`config.mk`:
```
export PLATFORM = sky130hd
export DESIGN_NAME = uc_multiciclo
export DESIGN_NICKNAME = d
export VERILOG_FILES = /design/src/rtl/uc_pkg.sv /design/src/rtl/uc_wait_counter.sv /design/src/rtl/uc_multiciclo.sv
export SDC_FILE = /design/constraint.sdc
export NUM_CORES = 1
export LEC_CHECK = 0
export ABC_AREA = 1
export CORE_UTILIZATION = 56
export CTS_CLUSTER_SIZE = 14
export DETAILED_ROUTE_END_ITERATION = 10
export PLACE_DENSITY = 0.82
export SLEW_MARGIN = 20
export SYNTH_ARGS = -nofsm -noshare
export SYNTH_HDL_FRONTEND = slang
export SYNTH_HIERARCHICAL = 1
export SYNTH_SLANG_ARGS = --single-unit
```
`constraint.sdc`:
```
create_clock -name clock -period 4.5 [get_ports clock]
set_input_delay 0.9 -clock clock [delete_from_list [all_inputs] [get_ports clock]]
set_output_delay 0.9 -clock clock [all_outputs]
set_load 0.02 [all_outputs]
```
`src/rtl/uc_pkg.sv`:
```
// Shared definitions for the multi-cycle control unit: opcodes, FSM states,
// instruction classes and the opcode -> class/static-select decoder.
package uc_pkg;

  typedef enum logic [2:0] {
    ST_FETCH   = 3'd0,
    ST_DECODE  = 3'd1,
    ST_EXEC    = 3'd2,
    ST_MEM     = 3'd3,
    ST_WB      = 3'd4,
    ST_WAIT_IN = 3'd5,
    ST_HALT    = 3'd6
  } state_t;

  // Classes capture only what the sequencer needs; datapath differences
  // inside a class live in the static selects.
  typedef enum logic [3:0] {
    CL_ALU, CL_MULDIV, CL_LOWO, CL_STWO, CL_JMP, CL_OUT,
    CL_IN, CL_JAL, CL_SCAN, CL_NOP, CL_HLT, CL_ILL
  } class_t;

  typedef struct packed {
    logic       onop;
    logic       mux_end;
    logic       select_d;
    logic       end_pc_or_reg;
    logic [1:0] ctrl_m5;
    logic [1:0] select_dado;
    logic [2:0] select_size;
  } sel_t;

  typedef struct packed {
    class_t cls;
    sel_t   sel;
  } dec_t;

  localparam logic [5:0] OP_ADC  = 6'h00, OP_ADCI  = 6'h01, OP_SUB   = 6'h02, OP_SUBI  = 6'h03;
  localparam logic [5:0] OP_AND  = 6'h04, OP_OR    = 6'h05, OP_NOT   = 6'h06, OP_LOWO  = 6'h07;
  localparam logic [5:0] OP_STWO = 6'h08, OP_LOI   = 6'h09, OP_MOV   = 6'h0A, OP_SLEL  = 6'h0B;
  localparam logic [5:0] OP_SRIL = 6'h0C, OP_SLET  = 6'h0D, OP_SGRT  = 6'h0E, OP_XOR   = 6'h0F;
  localparam logic [5:0] OP_NAND = 6'h10, OP_NOR   = 6'h11, OP_JUMP  = 6'h12, OP_JMPR  = 6'h13;
  localparam logic [5:0] OP_IN   = 6'h14, OP_OUT   = 6'h15, OP_NOP   = 6'h16, OP_HLT   = 6'h17;
  localparam logic [5:0] OP_BEQ  = 6'h18, OP_BNEQ  = 6'h19, OP_BLZ   = 6'h1A, OP_MULT  = 6'h1B;
  localparam logic [5:0] OP_MULTI= 6'h1C, OP_DIV   = 6'h1D, OP_DIVI  = 6'h1E, OP_MOD   = 6'h1F;
  localparam logic [5:0] OP_MODI = 6'h20, OP_SLETI = 6'h21, OP_SGRTI = 6'h22, OP_ANDI  = 6'h23;
  localparam logic [5:0] OP_ORI  = 6'h24, OP_JAL   = 6'h25, OP_BLT   = 6'h26, OP_BGRT  = 6'h27;
  localparam logic [5:0] OP_BEQI = 6'h28, OP_BNEQI = 6'h29, OP_BLTI  = 6'h2A, OP_BGRTI = 6'h2B;
  localparam logic [5:0] OP_SCAN = 6'h2C;

  // Unlisted selects stay 0 and mux_end defaults to 1.
  function automatic dec_t decode_op(input logic [5:0] op);
    dec_t d;
    d.cls = CL_ILL;
    d.sel = '0;
    d.sel.mux_end = 1'b1;
    case (op)
      OP_ADC, OP_SUB, OP_AND, OP_OR, OP_SLET, OP_SGRT, OP_XOR, OP_NAND, OP_NOR,
      OP_MULT, OP_DIV, OP_MOD: begin
        d.cls = (op == OP_MULT || op == OP_DIV || op == OP_MOD) ? CL_MULDIV : CL_ALU;
        d.sel.ctrl_m5 = 2'b10;
        d.sel.onop    = 1'b1;
      end
      OP_ADCI, OP_SUBI, OP_SLEL, OP_SRIL, OP_SLETI, OP_SGRTI, OP_ANDI, OP_ORI,
      OP_MULTI, OP_DIVI, OP_MODI: begin
        d.cls = (op == OP_MULTI || op == OP_DIVI || op == OP_MODI) ? CL_MULDIV : CL_ALU;
        d.sel.ctrl_m5  = 2'b01;
        d.sel.select_d = 1'b1;
        d.sel.onop     = 1'b1;
        if (op == OP_DIVI || op == OP_MODI) d.sel.select_size = 3'b001;
      end
      OP_NOT: begin
        d.cls = CL_ALU;
        d.sel.ctrl_m5 = 2'b01;
        d.sel.onop    = 1'b1;
      end
      OP_LOWO: begin
        d.cls = CL_LOWO;
        d.sel.ctrl_m5     = 2'b01;
        d.sel.select_dado = 2'b10;
        d.sel.select_d    = 1'b1;
        d.sel.onop        = 1'b1;
      end
      OP_STWO: begin
        d.cls = CL_STWO;
        d.sel.select_d = 1'b1;
        d.sel.onop     = 1'b1;
      end
      OP_LOI: begin
        d.cls = CL_ALU;
        d.sel.select_size = 3'b001;
        d.sel.select_dado = 2'b11;
      end
      OP_MOV: begin
        d.cls = CL_ALU;
        d.sel.ctrl_m5     = 2'b01;
        d.sel.select_dado = 2'b01;
      end
      OP_IN: begin
        d.cls = CL_IN;
        d.sel.select_size = 3'b011;
        d.sel.select_dado = 2'b11;
        d.sel.select_d    = 1'b1;
      end
      OP_JAL: begin
        d.cls = CL_JAL;
        d.sel.select_size = 3'b010;
        d.sel.select_dado = 2'b11;
        d.sel.mux_end     = 1'b0;
      end
      OP_BEQ, OP_BNEQ, OP_BLZ, OP_BLT, OP_BGRT: begin
        d.cls = CL_JMP;
        d.sel.onop    = 1'b1;
        d.sel.mux_end = 1'b0;
      end
      OP_BEQI, OP_BNEQI, OP_BLTI, OP_BGRTI: begin
        d.cls = CL_JMP;
        d.sel.onop        = 1'b1;
        d.sel.mux_end     = 1'b0;
        d.sel.select_size = 3'b100;
        d.sel.select_d    = 1'b1;
      end
      OP_JUMP: begin
        d.cls = CL_JMP;
        d.sel.mux_end = 1'b0;
      end
      OP_JMPR: begin
        d.cls = CL_JMP;
        d.sel.mux_end       = 1'b0;
        d.sel.end_pc_or_reg = 1'b1;
      end
      OP_OUT:  d.cls = CL_OUT;
      OP_NOP:  d.cls = CL_NOP;
      OP_HLT:  d.cls = CL_HLT;
      OP_SCAN: d.cls = CL_SCAN;
      default: d.cls = CL_ILL;
    endcase
    return d;
  endfunction

endpackage

```
`src/rtl/uc_wait_counter.sv`:
```
// Loadable down-counter that times multi-cycle states; saturates at zero.
module uc_wait_counter #(
  parameter int W = 3
) (
  input  logic         clk_i,
  input  logic         load_i,
  input  logic [W-1:0] load_val_i,
  output logic         done_o
);

  logic [W-1:0] cnt_q, cnt_d;

  // Load on state entry, otherwise count down and hold at zero.
  always_comb begin
    cnt_d = cnt_q;
    if (load_i)
      cnt_d = load_val_i;
    else if (cnt_q != '0)
      cnt_d = cnt_q - W'(1);
  end

  // Count register; reset comes in as a forced load from the parent.
  always_ff @(posedge clk_i) begin
    cnt_q <= cnt_d;
  end

  assign done_o = (cnt_q == '0);

endmodule

```
`src/rtl/uc_multiciclo.sv`:
```
// Multi-cycle control unit: sequences each instruction through
// FETCH/DECODE/EXEC/MEM/WB and drives datapath strobes and selects.
//
//   state      | meaning
//   FETCH      | wait IMEM_LAT cycles, load IR on the last
//   DECODE     | classify opcode, latch static selects
//   EXEC       | ALU / branch / out; MULDIV_LAT cycles for mult/div/mod
//   MEM        | DMEM_LAT cycles for lowo/stwo
//   WB         | register write (flag write for scan)
//   WAIT_IN    | hold until inValid, then ack
//   HALT       | sticky until reset
module uc_multiciclo
  import uc_pkg::*;
#(
  parameter int OPCODE_W   = 6,
  parameter int IMEM_LAT   = 1,
  parameter int DMEM_LAT   = 1,
  parameter int MULDIV_LAT = 4
) (
  input  logic                clock,
  input  logic                reset,
  input  logic [OPCODE_W-1:0] opcode,
  input  logic                inValid,
  output logic                inAck,
  output logic                irWrite,
  output logic                pcWrite,
  output logic                onWriteReg,
  output logic                writeDataMem,
  output logic                outputEnable,
  output logic                flagw,
  output logic                onskip,
  output logic                notOUT,
  output logic                onop,
  output logic                muxEnd,
  output logic                selectD,
  output logic                endPCorReg,
  output logic [1:0]          ctrlM5,
  output logic [1:0]          selectDado,
  output logic [2:0]          selectSize,
  output logic                HLT,
  output logic                illegal,
  output logic [2:0]          state
);

  localparam int MAX_ID  = (IMEM_LAT > DMEM_LAT) ? IMEM_LAT : DMEM_LAT;
  localparam int MAX_LAT = (MAX_ID > MULDIV_LAT) ? MAX_ID : MULDIV_LAT;
  localparam int CW      = $clog2(MAX_LAT) + 1;

  state_t         state_q, state_d;
  class_t         class_q;
  sel_t           sel_q;
  dec_t           dec;
  logic           cnt_load;
  logic [CW-1:0]  cnt_val;
  logic           cnt_done;

  assign dec = decode_op(6'(opcode));

  uc_wait_counter #(.W(CW)) u_wait (
    .clk_i      (clock),
    .load_i     (cnt_load),
    .load_val_i (cnt_val),
    .done_o     (cnt_done)
  );

  // State register plus per-instruction class/select latch taken in DECODE.
  always_ff @(posedge clock) begin
    if (reset) begin
      state_q <= ST_FETCH;
      class_q <= CL_NOP;
      sel_q   <= '0;
    end else begin
      state_q <= state_d;
      if (state_q == ST_DECODE) begin
        class_q <= dec.cls;
        sel_q   <= dec.sel;
      end
    end
  end

  // Next-state logic.
  always_comb begin
    state_d = state_q;
    case (state_q)
      ST_FETCH:  if (cnt_done) state_d = ST_DECODE;
      ST_DECODE: begin
        case (dec.cls)
          CL_HLT:         state_d = ST_HALT;
          CL_IN:          state_d = ST_WAIT_IN;
          CL_NOP, CL_ILL: state_d = ST_FETCH;
          default:        state_d = ST_EXEC;
        endcase
      end
      ST_EXEC: begin
        if (cnt_done) begin
          case (class_q)
            CL_JMP, CL_OUT:   state_d = ST_FETCH;
            CL_LOWO, CL_STWO: state_d = ST_MEM;
            default:          state_d = ST_WB;
          endcase
        end
      end
      ST_MEM:     if (cnt_done) state_d = (class_q == CL_STWO) ? ST_FETCH : ST_WB;
      ST_WB:      state_d = ST_FETCH;
      ST_WAIT_IN: if (inValid) state_d = ST_WB;
      ST_HALT:    state_d = ST_HALT;
      default:    state_d = ST_FETCH;
    endcase
  end

  // Wait-counter reload on every state entry; reset counts as entering FETCH.
  always_comb begin
    cnt_load = reset || (state_d != state_q);
    cnt_val  = '0;
    if (reset) begin
      cnt_val = CW'(IMEM_LAT - 1);
    end else begin
      case (state_d)
        ST_FETCH: cnt_val = CW'(IMEM_LAT - 1);
        ST_MEM:   cnt_val = CW'(DMEM_LAT - 1);
        ST_EXEC:  if (dec.cls == CL_MULDIV) cnt_val = CW'(MULDIV_LAT - 1);
        default:  cnt_val = '0;
      endcase
    end
  end

  // Phase-gated strobes; a cycle with reset high fires nothing.
  always_comb begin
    irWrite      = 1'b0;
    pcWrite      = 1'b0;
    onWriteReg   = 1'b0;
    writeDataMem = 1'b0;
    outputEnable = 1'b0;
    flagw        = 1'b0;
    onskip       = 1'b0;
    notOUT       = 1'b1;
    inAck        = 1'b0;
    HLT          = 1'b0;
    illegal      = 1'b0;
    if (!reset) begin
      case (state_q)
        ST_FETCH:  irWrite = cnt_done;
        ST_DECODE: begin
          pcWrite = (dec.cls == CL_NOP) || (dec.cls == CL_ILL);
          illegal = (dec.cls == CL_ILL);
        end
        ST_EXEC: begin
          if (cnt_done && class_q == CL_JMP) begin
            onskip  = 1'b1;
            pcWrite = 1'b1;
          end
          if (cnt_done && class_q == CL_OUT) begin
            outputEnable = 1'b1;
            notOUT       = 1'b0;
            pcWrite      = 1'b1;
          end
        end
        ST_MEM: begin
          if (cnt_done && class_q == CL_STWO) begin
            writeDataMem = 1'b1;
            pcWrite      = 1'b1;
          end
        end
        ST_WB: begin
          pcWrite    = 1'b1;
          flagw      = (class_q == CL_SCAN);
          onWriteReg = (class_q != CL_SCAN);
          onskip     = (class_q == CL_JAL);
        end
        ST_WAIT_IN: inAck = inValid;
        ST_HALT:    HLT = 1'b1;
        default:    ;
      endcase
    end
  end

  assign onop       = sel_q.onop;
  assign muxEnd     = sel_q.mux_end;
  assign selectD    = sel_q.select_d;
  assign endPCorReg = sel_q.end_pc_or_reg;
  assign ctrlM5     = sel_q.ctrl_m5;
  assign selectDado = sel_q.select_dado;
  assign selectSize = sel_q.select_size;
  assign state      = state_q;

endmodule

```
# Word-level counts from Yosys, hierarchy flattened
# Cells that the tools add are included.
[word_totals]
ff_bits = 21
in_bits = 9
elab_cells = 154
[op_classes]
addsub = 1
n_eq_ne = 64
muxes = 51
n_reduce_logical = 28
[op_table]
columns = ["cell", "count"]
rows = [
  ["6-bit by 5-bit equality test with 1-bit output, second input constant", 16],
  ["6-bit equality test, second input constant", 13],
  ["6-bit by 4-bit equality test with 1-bit output, second input constant", 8],
  ["4-bit one-hot mux with 12 select lines", 1],
  ["35-bit OR reduction", 1],
  ["1-bit 2-to-1 mux", 32],
  ["6-bit by 3-bit equality test with 1-bit output, second input constant", 4],
  ["12-bit OR reduction", 2],
  ["11-bit OR reduction", 2],
  ["3-bit 2-to-1 mux", 7],
  ["3-bit one-hot mux with 6 select lines", 1],
  ["18-bit OR reduction", 1],
  ["4-bit by 3-bit equality test with 1-bit output, second input constant", 4],
  ["4-bit equality test, second input constant", 4],
  ["3-bit one-hot mux with 5 select lines", 1],
  ["14-bit OR reduction", 1],
  ["6-bit by 2-bit equality test with 1-bit output, second input constant", 2],
  ["3-bit by 2-bit equality test with 1-bit output, second input constant", 3],
  ["3-bit equality test, second input constant", 3],
  ["3-bit one-hot mux with 3 select lines", 1],
  ["4-bit by 2-bit equality test with 1-bit output, second input constant", 2],
  ["1-bit logical OR", 7],
  ["6-bit by 1-bit equality test with 1-bit output, second input constant", 1],
  ["3-bit zero test", 2],
  ["18 further kinds", 25],
]

# Logic depth before layout (Yosys ltp)
[logic_depth]
ltp_word = 13
mapped_depth = 16

# Modules after synthesis
# Netlist, hierarchy kept.
[by_module_without_submodules]
columns = ["mod", "n_inst", "cells_per_inst", "area_per_inst_um2"]
rows = [
  ["uc_multiciclo", 1, 261, 1540.2],
  ["uc_wait_counter", 1, 22, 187.7],
]

# Worst setup path after synthesis
# OpenSTA, ideal clock, no wires.
[synth_timing]
path_kind = "input port to output port"
startpoint = "in opcode[1]"
endpoint = "out illegal"
arrival_ns = 2.265
setup_slack_ns = 1.335
path_stages = 10
path_buffers = 1
path_cell_list = "buf_4 inv_1 nor2_1 nand3_1 nand2_1 nor2_1 nand2_2 nor2_2 nand3_4 nor3_1"
[synth_via]
elab_chain_cells = 8
elab_cells_between_ends = 59
cone_classes = "eq/ne (45); mux (5); reduce/logical (9)"
[synth_lines]
columns = ["element", "line", "source"]
rows = [
  ["from (decl)", "uc_multiciclo.sv:22", "input logic [OPCODE_W-1:0] opcode,"],
  ["6-bit by 5-bit equality test with 1-bit output, on equally long branches", "uc_pkg.sv:56, uc_pkg.sv:65, uc_pkg.sv:59", ""],
  ["1-bit logical OR, on equally long branches (2 in series)", "uc_pkg.sv:65, uc_pkg.sv:59", ""],
  ["1-bit 2-to-1 mux, on equally long branches", "uc_pkg.sv:65, uc_pkg.sv:59", ""],
  ["4-bit one-hot mux with 12 select lines *", "uc_pkg.sv:56", "case (op)"],
  ["4-bit equality test *", "uc_multiciclo.sv:145", "illegal = (dec.cls == CL_ILL);"],
  ["1-bit 2-to-1 mux *", "uc_multiciclo.sv:141", "case (state_q)"],
  ["1-bit 2-to-1 mux *", "uc_multiciclo.sv:140", "if (!reset) begin"],
  ["to (decl)", "uc_multiciclo.sv:41", "output logic illegal,"],
]
# Mark *: on every way between the ends. The rest lies on a longest branch, timed or not.

# Worst setup path after layout
[layout_timing]
startpoint = "in opcode[3]"
endpoint = "out pcWrite"
[layout_via]
elab_chain_cells = 9
elab_cells_between_ends = 61
cone_classes = "eq/ne (46); mux (5); reduce/logical (10)"
[layout_lines]
columns = ["element", "line", "source"]
rows = [
  ["6-bit by 5-bit equality test with 1-bit output, on equally long branches", "uc_pkg.sv:56, uc_pkg.sv:65, uc_pkg.sv:59", ""],
  ["1-bit logical OR, on equally long branches (2 in series)", "uc_pkg.sv:65, uc_pkg.sv:59", ""],
  ["1-bit 2-to-1 mux, on equally long branches", "uc_pkg.sv:65, uc_pkg.sv:59", ""],
  ["4-bit one-hot mux with 12 select lines *", "uc_pkg.sv:56", ""],
  ["4-bit equality test", "uc_multiciclo.sv:144", "pcWrite = (dec.cls == CL_NOP) || (dec.cls == CL_ILL);"],
  ["1-bit logical OR *", "uc_multiciclo.sv:144", ""],
  ["1-bit one-hot mux with 4 select lines *", "uc_multiciclo.sv:141", ""],
  ["1-bit 2-to-1 mux *", "uc_multiciclo.sv:140", ""],
  ["to (decl)", "uc_multiciclo.sv:26", "output logic pcWrite,"],
]
# Marks and branches as above.

==> run_results.csv <==
group,metric,value,unit
timing,finClkSkew,3.121,ps
timing,period_needed,4256,ps
global_route,grt_first_pass_wirelength,7.258,mm
worst_setup_path,critPathRequiredTime,3600,ps
clock_network,cts_hold_buf,0,
placed_design,hpwl,3.345,mm
layout,nets,327,
synth,syn_nets,294,
power,seqPwrFrac,36.3,%
clock_network,cts.clk_slew.worst_paths,110,ps
worst_setup_path,start_kind,"input pin",
layout,fin_area,2103,sq um
global_route,use_met2,44.19,%
placed_design,pre_cts_ws,156.1,ps
drt,postRouteAntennaNets,0,
worst_setup_path,crit_path_max_fanout,8,
synth,syn_avg_cell_area,6.106,sq um
worst_setup_path,critPathCaptureType,"primary output",
floorplan,die-height,57.55,microns
drt,via_per_inst,5.621,
worst_setup_path,crit_arrival,3360,ps
synth,yosys_warnings,6,
layout,fin_cells,346,
floorplan,core_area,2829,sq um
worst_setup_path,path_class,"in2out",
drt,drtIter0Drc,155,
synth,seq_area_frac_synth,26.07,%
power,power_frac_comb,52.6,%
clock_network,ctsRootBufferMaster,"clkbuf_4",
power,power_density,396.6,nW/um^2
clock_network,cts.path.max_buffers,2,
timing,rsz0062_at_grt,"no",
global_route,antenna_found_initial,0,
status,status,"complete, but fails checks",
synth,synth_seq_cells,21,
power,p_sw_share,44.00,%
synth,syn-instance-count,283,
drt,drt-pass1-iter-count,9,
synth,synth-async-reset-ratio,0,%
drt,vias,1945,
timing,worst_slew_pin_slew,594.3,ps
timing,holdWs,535.7,ps
timing,min_period_over_period,94.57,%
power,internal_power,467.1,uW
placed_design,place_inst,342,
floorplan,ioPinCount,34,
drt,drt_wl_total,4.335,mm
global_route,use_met1,38.24,%
layout,syn_to_final_growth,21.72,%
flow_run,cap_violations,0,
clock_network,cts_buffers,3,
global_route,grt_pass1_vias,1682,
clock_network,cts_tree,"built",
clock_network,h-tree-depth,1,
timing,fmax,235.0,MHz
clock_network,cts_sinks,21,
timing,final-hold-violation-count,0,
synth,synthFlopType,"dfxtp_1",
layout,fillers,235,
power,p_leak,0.0009812,uW
power,vdd_ir_drop_max,0.3644,mV
global_route,grt_usage,27.38,%
global_route,grt_max_degree,24,
synth,synth_edf_count,3,
synth,synth_cell_types,34,
placed_design,place_area,2074,sq um
floorplan,rows,19,
layout,num_antenna_cells,0,
timing,setup_viol,0,
placed_design,place.gp.congestion,0.9926,
global_route,gr-usage-met3,4.535,%
placed_design,io_buffers,33,
clock_network,clk_latency,300,ps
status,violations,"DRC",
floorplan,die_area,3311,sq um
timing,fin_ws,244.4,ps
drt,wl_per_cell,12.53,microns
floorplan,initial_core_util,61.08,%
layout,drive_gt1_share,10.79,%
timing,slew_violations,0,
global_route,grt-busiest-layer,"met2",
drt,drc,2,
power,netSwitchingPower,367.1,uW
global_route,grt-ovfl-total,0,
worst_hold_path,hold_path_class,"reg2reg",
timing,max-slew-margin-rel,60.33,%
floorplan,die_w,57.55,microns
synth,synth_area,1728,sq um
power,p_clk_share,11.1,%
timing,setup_tns,0,ps
[cell usage in the layout (no fill, tap or decap), drive strengths merged, types with 3 or more instances in the layout]
| cell type | synthesis | final |
|---|---|---|
| or2 | 3 | 3 |
| edfxtp | 3 | 3 |
| o21ai | 17 | 17 |
| buf | 5 | 3 |
| dfxtp | 18 | 18 |
| nand3 | 39 | 39 |
| nor2 | 51 | 51 |
| clkdlybuf4s50 | 0 | 32 |
| nand4 | 7 | 7 |
| nor3 | 7 | 7 |
| clkbuf | 3 | 4 |
| nand2 | 66 | 66 |
| a21oi | 9 | 9 |
| inv | 36 | 36 |
| a31oi | 5 | 5 |
[power by group through the flow]
stage | logic (uW) | registers, uW | clock network (uW)
floorplan | 258 | 342 | 0
finish | 439 | 303 | 92.3
global route | 488 | 313 | 101
global placement | 430 | 306 | 0
detailed placement | 432 | 307 | 0
CTS | 438 | 304 | 92.8
[metrics by stage]
stage / util, % / total power (uW)
after global placement: 73.33 / 735.2
after global routing: 74.35 / 902.5
final: 74.35 / 834.2
after detailed placement: 73.33 / 739.0
after floorplan: - / 599.5
after CTS: 74.26 / 834.5
[synth_stat cells (2+ instances only)]
master	instances	area share, %
buf_2	3	0.87
dfxtp_1	18	21
o211ai_1	2	0.87
nand3_2	5	2.9
nand4_1	7	2.5
ha_1	2	1.4
a21oi_1	9	2.6
nand2_1	63	14
clkbuf_1	3	0.65
or2_2	3	1.1
nor2_2	7	2.5
o21ai_0	17	4.9
nand2_2	3	1.1
nor3_1	6	1.7
nor2_4	3	2.0
inv_1	32	7.0
edfxtp_1	3	5.2
nand3_1	33	9.6
nor2_1	41	8.9
a31oi_1	5	1.8
inv_2	4	0.87
and3_1	2	0.72
[critical path: stages]
cell             delay [ps]
clkdlybuf4s50_1         610
inv_2                    70
nand2_1                 110
nor2_1                   70
nand2_1                 140
nand2_1                 100
nor2_1                  110
nand2_1                  70
nor2_2                  120
nand3_4                 120
nand2_1                  80
nand2_1                  50
a21oi_1                 170
clkdlybuf4s50_1         640
[timing repair]
item                                    in CTS  in global routing
endpoints found under the setup margin       0                  1
setup buffers                                0                  0
gates resized for setup                      0                  1
[state kept, by name, indices dropped and copies added (netlist names)]
| signal | count |
|---|---|
| state | 3 |
| muxEnd | 1 |
| ctrlM5 | 2 |
| selectSize | 3 |
| onop | 1 |
| u_wait/cnt_q | 3 |
| selectD | 1 |
| class_q | 4 |
| endPCorReg | 1 |
| selectDado | 2 |
[layer usage]
metal  routed length [microns]  vias to the layer above
li1                          -                      995
met2                      1870                       73
met5                         0                        -
met3                       325                        7
met1                      2082                      870
met4                        55                        0
[worst paths after layout]
check	from	end	slack (ps)	cells after the start
hold / removal	selectD$_SDFFE_PP0P_	selectD$_SDFFE_PP0P_	540	2
setup reg to reg	u_wait/cnt_q[0]$_DFFE_PP_	u_wait/cnt_q[0]$_DFFE_PP_	1970	14
setup / recovery	opcode[3]	pcWrite	240	14
hold reg to reg	selectD$_SDFFE_PP0P_	selectD$_SDFFE_PP0P_	540	2
[cells by family (layout without fill, tap and decap cells)]
family,after synthesis,count (layout),share of synthesized area (%)
AND/OR/NAND/NOR,177,177,49.17
other,1,1,0.2170
AO/OA/AOI/OAI,37,37,12.17
XOR/XNOR,1,1,0.5070
flip-flops,21,21,26.07
buffers and inverters,44,76,10.43
adder cells (fa/ha/maj),2,2,1.448
[layout make-up]
type	instances	area [sq um]	share of cell area (%)
sequential	21	450.4	21.42
inverter	36	135.1	6.425
tap	31	38.79	1.844
clock buffer	4	26.28	1.249
timing repair buffer	36	355.3	16.89
multi-input combinational	218	1097	52.17
No activity file was read; power rests on OpenSTA's default activity.
